`src/rtl/mult_div_unit.sv`:
```
// Sequential multiply/divide unit feeding the HI/LO registers.
// A single shift engine runs either shift-add multiply or restoring divide over WIDTH iterations.
module mult_div_unit #(
    parameter int WIDTH = 32
) (
    input  logic             clock,
    input  logic             reset,
    input  logic             start,
    input  logic [1:0]       op,
    input  logic [WIDTH-1:0] a,
    input  logic [WIDTH-1:0] b,
    output logic [WIDTH-1:0] hi,
    output logic [WIDTH-1:0] lo,
    output logic             busy,
    output logic             done,
    output logic             div_zero
);
    localparam int CW = (WIDTH > 1) ? $clog2(WIDTH) : 1;

    typedef enum logic [1:0] {IDLE, CALC, FIX, DONE} stateT;

    stateT              state;
    logic               isDiv;
    logic               negLo;
    logic               negHi;
    logic [CW-1:0]      count;
    logic [WIDTH-1:0]   operand;
    logic [2*WIDTH-1:0] acc;

    logic               startSigned;
    logic               startDiv;
    logic [WIDTH-1:0]   magA;
    logic [WIDTH-1:0]   magB;
    logic [WIDTH-1:0]   mulAddend;
    logic [WIDTH:0]     mulSum;
    logic [WIDTH:0]     divShift;
    logic               divFits;
    logic [WIDTH-1:0]   divTrial;
    logic [WIDTH-1:0]   divRem;
    logic [2*WIDTH-1:0] fixProd;

    // acc holds {partial product, multiplier} for multiply and {remainder, quotient} for divide;
    // operand holds the multiplicand or divisor magnitude.
    always_comb begin
        startSigned = ~op[0];
        startDiv    = op[1];
        magA        = (startSigned && a[WIDTH-1]) ? -a : a;
        magB        = (startSigned && b[WIDTH-1]) ? -b : b;
        mulAddend   = acc[0] ? operand : '0;
        mulSum      = {1'b0, acc[2*WIDTH-1:WIDTH]} + {1'b0, mulAddend};
        divShift    = {acc[2*WIDTH-1:WIDTH], acc[WIDTH-1]};
        divFits     = divShift >= {1'b0, operand};
        divTrial    = divShift[WIDTH-1:0] - operand;
        divRem      = divFits ? divTrial : divShift[WIDTH-1:0];
        fixProd     = negLo ? -acc : acc;
    end

    always_ff @(posedge clock) begin
        if (reset) begin
            state    <= IDLE;
            hi       <= '0;
            lo       <= '0;
            busy     <= 1'b0;
            done     <= 1'b0;
            div_zero <= 1'b0;
            isDiv    <= 1'b0;
            negLo    <= 1'b0;
            negHi    <= 1'b0;
            count    <= '0;
            operand  <= '0;
            acc      <= '0;
        end else begin
            case (state)
                IDLE: begin
                    if (start) begin
                        isDiv <= startDiv;
                        negLo <= startSigned & (a[WIDTH-1] ^ b[WIDTH-1]);
                        negHi <= startSigned & a[WIDTH-1];
                        count <= '0;
                        busy  <= 1'b1;
                        if (startDiv) begin
                            operand <= magB;
                            acc     <= {{WIDTH{1'b0}}, magA};
                        end else begin
                            operand <= magA;
                            acc     <= {{WIDTH{1'b0}}, magB};
                        end
                        // A zero divisor skips the engine entirely and leaves hi/lo untouched.
                        if (startDiv && b == '0) begin
                            state    <= DONE;
                            done     <= 1'b1;
                            div_zero <= 1'b1;
                        end else begin
                            state <= CALC;
                        end
                    end
                end
                CALC: begin
                    if (isDiv) begin
                        acc <= {divRem, acc[WIDTH-2:0], divFits};
                    end else begin
                        acc <= {mulSum, acc[WIDTH-1:1]};
                    end
                    count <= count + CW'(1);
                    if (count == CW'(WIDTH - 1)) begin
                        state <= FIX;
                    end
                end
                FIX: begin
                    if (isDiv) begin
                        hi <= negHi ? -acc[2*WIDTH-1:WIDTH] : acc[2*WIDTH-1:WIDTH];
                        lo <= negLo ? -acc[WIDTH-1:0] : acc[WIDTH-1:0];
                    end else begin
                        {hi, lo} <= fixProd;
                    end
                    done  <= 1'b1;
                    state <= DONE;
                end
                DONE: begin
                    done     <= 1'b0;
                    div_zero <= 1'b0;
                    busy     <= 1'b0;
                    state    <= IDLE;
                end
                default: state <= IDLE;
            endcase
        end
    end
endmodule
```
`config.mk`:
```
export PLATFORM = sky130hd
export DESIGN_NAME = mult_div_unit
export DESIGN_NICKNAME = d
export VERILOG_FILES = /design/src/rtl/mult_div_unit.sv
export SDC_FILE = /design/constraint.sdc
export NUM_CORES = 1
export LEC_CHECK = 0
export BUFFER_PORTS_ARGS = -buffer_cell sky130_fd_sc_hd__buf_4
export CELL_PAD_IN_SITES_DETAIL_PLACEMENT = 1
export CELL_PAD_IN_SITES_GLOBAL_PLACEMENT = 2
export CORE_MARGIN = 2
export CORE_UTILIZATION = 32
export DETAILED_ROUTE_END_ITERATION = 7
export PLACE_DENSITY = 0.74
export SLEW_MARGIN = 20
export SYNTH_ARGS = -nofsm -noshare
export SYNTH_HDL_FRONTEND = slang
export SYNTH_SLANG_ARGS = --single-unit
```
`constraint.sdc`:
```
create_clock -name clock -period 2.9 [get_ports clock]
set_clock_uncertainty 0.15 [all_clocks]
set_input_delay 0.29 -clock clock [delete_from_list [all_inputs] [get_ports clock]]
set_output_delay 0.29 -clock clock [all_outputs]
set_load 0.05 [all_outputs]
```
==> flow_summary.json, run 1 <==
{
  "whs_path_depth": 2,
  "yosysSeqAreaShare": 0.247,
  "holdBufCountCts": 0,
  "period_share": 1.12,
  "required_ps": 3150,
  "r2r_cells": 16,
  "tns_ps": -8250,
  "synth_edf_count": 0,
  "root_buffer": "clkbuf_16",
  "layout_common_cells": "536 x buf_4, 213 x nor2_1, 149 x nand2_1",
  "synth_compound_area_frac": 0.271,
  "slew_violations": 0,
  "cts_sinks": 173,
  "place_ws_ps": -585,
  "fmax_mhz": 308,
  "antenna_found_initial": 1,
  "tightest_slew_ps": 1020,
  "slew_headroom": 0.320,
  "synth_warnings": 0,
  "worst_slack_ps": -352,
  "post-place-cells": 2871,
  "syn-cell-area_mm2": 0.0140,
  "violations": "setup timing",
  "endpoint_kind": "flip-flop",
  "grt_usage": 0.285,
  "antenna_violating_nets_post_route": 0,
  "synth_area_leaders": "dfxtp_1 25%, nor2_1 6.8%, ha_1 6.6%, a211oi_1 5.8%, a21oi_1 5.5%",
  "drive_above_1_share": 0.407,
  "post_drt_wl_per_cell_um": 22.6,
  "final_nets": 2530,
  "min-delay-start": "reset",
  "fin_hold_ws_ps": 33.1,
  "place_congestion": 0.922,
  "dieArea_mm2": 0.0456,
  "nFillCells": 5244,
  "drt_iter0_markers": 1066,
  "finish.utilization": 0.502,
  "grt_pass1_vias": 16900,
  "yosys.area_share.simple": 0.210,
  "drc": 0,
  "num_rows": 76,
  "core_mm2": 0.0432,
  "async_reset_ff_frac": 0,
  "synth_xor_area_frac": 0.104,
  "synth-adder-area-share": 0.0688,
  "routed_wl_um": 67400,
  "worstSetupStartpointType": "flip-flop",
  "cp-startpoint": "acc[0]$_SDFFE_PP0P_",
  "grt_max_degree": 60,
  "cts_tree": "built",
  "synth_nets": 2037,
  "hold_path.class": "in2reg",
  "clock_latency_ps": 470,
  "rsz0062_at_grt": "yes",
  "hold_viol": 0,
  "path_clk_slew_ps": 80,
  "synthToLayoutAreaGrowth_pct": 54.3,
  "setup_viol": 58,
  "htreeDepth": 4,
  "die_h_um": 213,
  "finalNonFillerCells": 2983,
  "muxShareOfSynthArea": 0.0478,
  "avgViaCountPerCell": 5.56,
  "syn_inst": 1892,
  "synth_top_family_by_area": "compound AO/OA/AOI/OAI gates",
  "synth_top_area_cell": "dfxtp_1",
  "critical_path_arrival_ps": 3510,
  "diodes": 0,
  "r2r_end": "acc[51]$_SDFFE_PP0P_",
  "final_common_cell": "buf_4",
  "crit_type": "reg2reg",
  "dp_hpwl_um": 49800,
  "maxCapViolCount": 0,
  "ff2ff_setup_slack_ps": -350,
  "min_to": "hi[20]$_SDFFE_PP0P_",
  "ioPinCount": 136,
  "cp_max_fo": 3,
  "numCtsBuffers": 17,
  "ys_ff_latch": 173,
  "vias": 16600,
  "powerDensity_mw_per_mm2": 731,
  "min_period_ps": 3250,
  "grt_first_pass_wirelength_um": 99100,
  "p_leak_uw": 0.00902,
  "ctsLongestPathBuffers": 2,
  "syn-mean-instance-area_um2": 7.42,
  "synth_ff_type": "dfxtp_1",
  "synthDistinctLibCells": 75,
  "timing.rr.start": "acc[0]$_SDFFE_PP0P_",
  "portBuffers": 135,
  "firstDrtPassIters": 5,
  "die_w_um": 213,
  "grt.overflow.total": 0,
  "status": "finished, violations left",
  "start_util": 0.325,
  "ir_drop_mv": 0.479,
  "yosys.area.top_type_share": 0.247
}
cell families after synthesis:
logic type	after synthesis
AO/OA/AOI/OAI	577
XOR/XNOR	166
adder cells (fa/ha/maj)	76
buffers and inverters	189
flip-flops	173
multiplexers	64
AND/OR/NAND/NOR	647
metrics by stage:
step / cell area, um^2 / total power [uW]
floorplan: 14200 / 8380
global placement: 18400 / 11700
detailed placement: 18400 / 11900
CTS: 20700 / 15300
global route: 21700 / 16700
finish: 21700 / 15800
worst max-delay path, stage by stage, from the launching register on:
cell and delay (ps):
dfxtp_4 380, buf_6 100, and2_4 140, ha_4 140, inv_2 40, fa_2 330, nand2b_4 170, a211oi_4 370
buf_6 170, o21bai_4 60, a21oi_2 170, o22ai_2 120, buf_4 170, nand3_2 60, o41ai_2 80, a2111o_1 420
a21oi_2 120
area by class of cell:
cell class | instances | area, um^2 | share of cell area
repair buffers | 594 | 4820 | 0.223
clock buffers | 18 | 439 | 0.0203
inverters | 69 | 273 | 0.0126
well taps | 585 | 732 | 0.0338
multi-input cells | 1530 | 11700 | 0.542
clock inverters | 14 | 149 | 0.00687
flip-flops and latches | 173 | 3510 | 0.162
synthesized netlist by cell type, drive strengths merged (6+ instances only):
library cell / count
a211oi: 108
a21o: 19
a21oi: 155
a22oi: 15
a31oi: 14
a32o: 6
a32oi: 12
and2: 13
and3: 12
buf: 16
clkbuf: 104
dfxtp: 173
ha: 74
inv: 68
mux2: 24
mux2i: 40
nand2: 160
nand2b: 20
nand3: 37
nand4: 9
nor2: 255
nor2b: 19
nor3: 56
nor4: 15
o211ai: 24
o21a: 15
o21ai: 103
o21bai: 8
o22ai: 10
o31ai: 25
o41ai: 16
or2: 7
or3: 17
or4: 10
xnor2: 80
xor2: 86
routing by layer:
| metal | up-vias | part of all wire | global-route usage |
|---|---|---|---|
| met4 | 2 | 0.039 | 0.111 |
| met3 | 125 | 0.047 | 0.0479 |
| met1 | 8223 | 0.45 | 0.373 |
| met5 | - | 0.00016 | 0 |
| met2 | 398 | 0.47 | 0.469 |
| li1 | 7823 | - | - |
how the worst max path moves through the flow:
stage | end | slack (ps) | depth (start not counted)
after CTS | acc[63]$_SDFFE_PP0P_ | -270 | 14
after detailed placement | acc[63]$_SDFFE_PP0P_ | -590 | 13
after global routing | acc[51]$_SDFFE_PP0P_ | -460 | 16
final | acc[51]$_SDFFE_PP0P_ | -350 | 16
after floorplan | hi[5]$_SDFFE_PP0P_ | -30 | 10
after global placement | acc[63]$_SDFFE_PP0P_ | -570 | 13
where the power goes:
part	total, uW	leakage, uW	internal, uW	switching (uW)
sequential	3430	0.00143	2970	467
combinational	10100	0.00731	4110	5950
clock	2350	0.000287	1170	1180
flip-flops by register name, indices dropped and copies added, names as in the netlist:
| register | cells |
|---|---|
| isDiv | 1 |
| count | 5 |
| negLo | 1 |
| operand | 32 |
| done | 1 |
| acc | 64 |
| busy | 1 |
| div_zero | 1 |
| state | 2 |
| negHi | 1 |
| lo | 32 |
| hi | 32 |
what timing repair did:
item,4_1_cts,5_1_grt
cloned,5,0
endpoints found under the setup margin,62,75
setup buffers,48,43
gates resized for setup,303,154
pin swaps,120,115
(Power assumes the default switching activity.)
==> inputs of run 2 (changes only) <==
Settings changed: CORE_MARGIN 2 to 5.
==> run 2 against run 1 <==
Against the previous run: the flow still finishes with violations (setup timing); utilization shrank 1.8 points; count of clock-buffer cells in the layout did not move; cell count fell by 1.2%; die area increased by 5.7%; critical path type unchanged.
==> flow_summary.json, run 2 (synthesized netlist as in run 1, its figures left out) <==
{
  "cp-startpoint": "acc[0]$_SDFFE_PP0P_",
  "endpoint_kind": "flip-flop",
  "layout_common_cells": "506 x buf_4, 222 x nor2_1, 149 x dfxtp_1",
  "antenna_violating_nets_post_route": 0,
  "final_nets": 2493,
  "avgViaCountPerCell": 5.50,
  "drive_above_1_share": 0.373,
  "required_ps": 3080,
  "seqPwrFrac": 0.226,
  "die_h_um": 219,
  "swShare": 0.477,
  "ctsLongestPathBuffers": 2,
  "place_congestion": 0.909,
  "numCtsBuffers": 17,
  "finalNonFillerCells": 2947,
  "powerDensity_mw_per_mm2": 726,
  "post-place-cells": 2856,
  "routed_wl_um": 63700,
  "portBuffers": 135,
  "internal_power_uw": 7940,
  "tightest_slew_ps": 964,
  "cts_sinks": 173,
  "grt.overflow.total": 0,
  "slew_violations": 0,
  "fin_hold_ws_ps": 54.2,
  "combPwrFrac": 0.619,
  "antenna_found_initial": 1,
  "firstDrtPassIters": 5,
  "drt_iter0_markers": 1076,
  "status": "finished, violations left",
  "holdBufCountCts": 0,
  "root_buffer": "clkbuf_16",
  "multi_input_area_mm2": 0.0113,
  "worst_slack_ps": -334,
  "grt_pass1_vias": 16700,
  "dp_hpwl_um": 48500,
  "worstSetupStartpointType": "flip-flop",
  "grt_first_pass_wirelength_um": 96300,
  "post_drt_wl_per_cell_um": 21.6,
  "path_clk_slew_ps": 80,
  "maxCapViolCount": 0,
  "final_common_cell": "buf_4",
  "p_leak_uw": 0.00878,
  "min-delay-start": "reset",
  "crit_type": "reg2reg",
  "pwr-share-clk": 0.156,
  "timing.rr.start": "acc[0]$_SDFFE_PP0P_",
  "largest_register_ffs": 64,
  "rsz0062_at_grt": "yes",
  "hold_viol": 0,
  "fmax_mhz": 309,
  "htreeDepth": 4,
  "clock_latency_ps": 470,
  "critical_path_arrival_ps": 3410,
  "dieArea_mm2": 0.0482,
  "ioPinCount": 136,
  "min_period_ps": 3230,
  "die_w_um": 219,
  "setup_viol": 55,
  "ir_drop_mv": 0.446,
  "regMostFlops": "acc",
  "cts_tree": "built",
  "power.switching_uw": 7250,
  "drc": 0,
  "violations": "setup timing",
  "finish.utilization": 0.483,
  "grt_usage": 0.254,
  "grt_max_degree": 63,
  "start_util": 0.324,
  "synthToLayoutAreaGrowth_pct": 48.9,
  "vias": 16200,
  "num_rows": 76,
  "cp_max_fo": 5,
  "seqCellArea_mm2": 0.00351,
  "core_mm2": 0.0433,
  "tns_ps": -6890,
  "hold_path.class": "in2reg",
  "period_share": 1.12,
  "nFillCells": 5161,
  "slew_headroom": 0.356
}
run 2: cell types whose count changed in the layout (fill, tap and decap cells not counted), sizes merged:
cell / before / now
bufbuf: 0 / 1
diode: 0 / 1
clkinv: 8 / 6
buf: 594 / 556
inv: 73 / 75
run 2: path summary, 6_finish.rpt:
| kind | to | slack [ps] | cells past startpoint |
|---|---|---|---|
| worst min-delay path | operand[12]$_SDFFE_PP0P_ | 50 | 2 |
| worst min register to register | operand[26]$_SDFFE_PP0P_ | 310 | 2 |
| worst max register to register | acc[49]$_SDFFE_PP0P_ | -330 | 16 |
| worst max-delay path | acc[49]$_SDFFE_PP0P_ | -330 | 16 |
run 2: layer usage:
metal,part of all wire,wire (um),GRT usage,up-vias
met4,0.024,1520,0.0676,0
met1,0.46,29200,0.343,7997
met3,0.046,2930,0.0353,75
met2,0.47,30100,0.428,371
li1,-,-,-,7763
met5,0,0,0,-
run 2: area by class of cell:
type	instances	share of cell area
Antenna cell	1	0.000120
Clock buffer	18	0.0210
Tap cell	585	0.0350
Timing Repair Buffer	557	0.214
Multi-Input combinational cell	1530	0.542
Clock inverter	14	0.00706
Inverter	69	0.0128
Sequential cell	173	0.168
run 2: power by group through the flow:
stage          logic [uW]  registers, uW  clock network, uW
2_1_floorplan        4030           4340                  0
3_3_place_gp         8180           3440                  0
3_5_place_dp         8330           3470                  0
4_1_cts              8940           3430               2420
5_1_grt             10000           3510               2510
6_report             9390           3430               2360
run 2: stage by stage:
step	power, uW	area, um^2	setup slack (ps)
after floorplan	8380	14200	-30.0
after global placement	11600	18300	-407
after detailed placement	11800	18300	-504
after CTS	14800	20100	-336
after global routing	16100	20900	-390
final	15200	20900	-334
run 2: repair_timing:
action | CTS | global route
pin swaps | 121 | 89
setup endpoints to repair | 65 | 71
setup buffers | 35 | 29
cloned | 3 | 0
gates resized for setup | 213 | 150
run 2: worst max-delay path: stages, from the launching register on:
cell and delay (ps):
dfxtp_2 370, clkinvlp_4 210, buf_6 200, buf_6 120, nor2_4 90, ha_4 210, buf_6 120, a211o_4 360
nor2_4 130, o31ai_4 100, buf_6 140, buf_6 110, a21o_1 200, buf_6 130, xor2_1 160, a22oi_2 170
o211ai_1 130
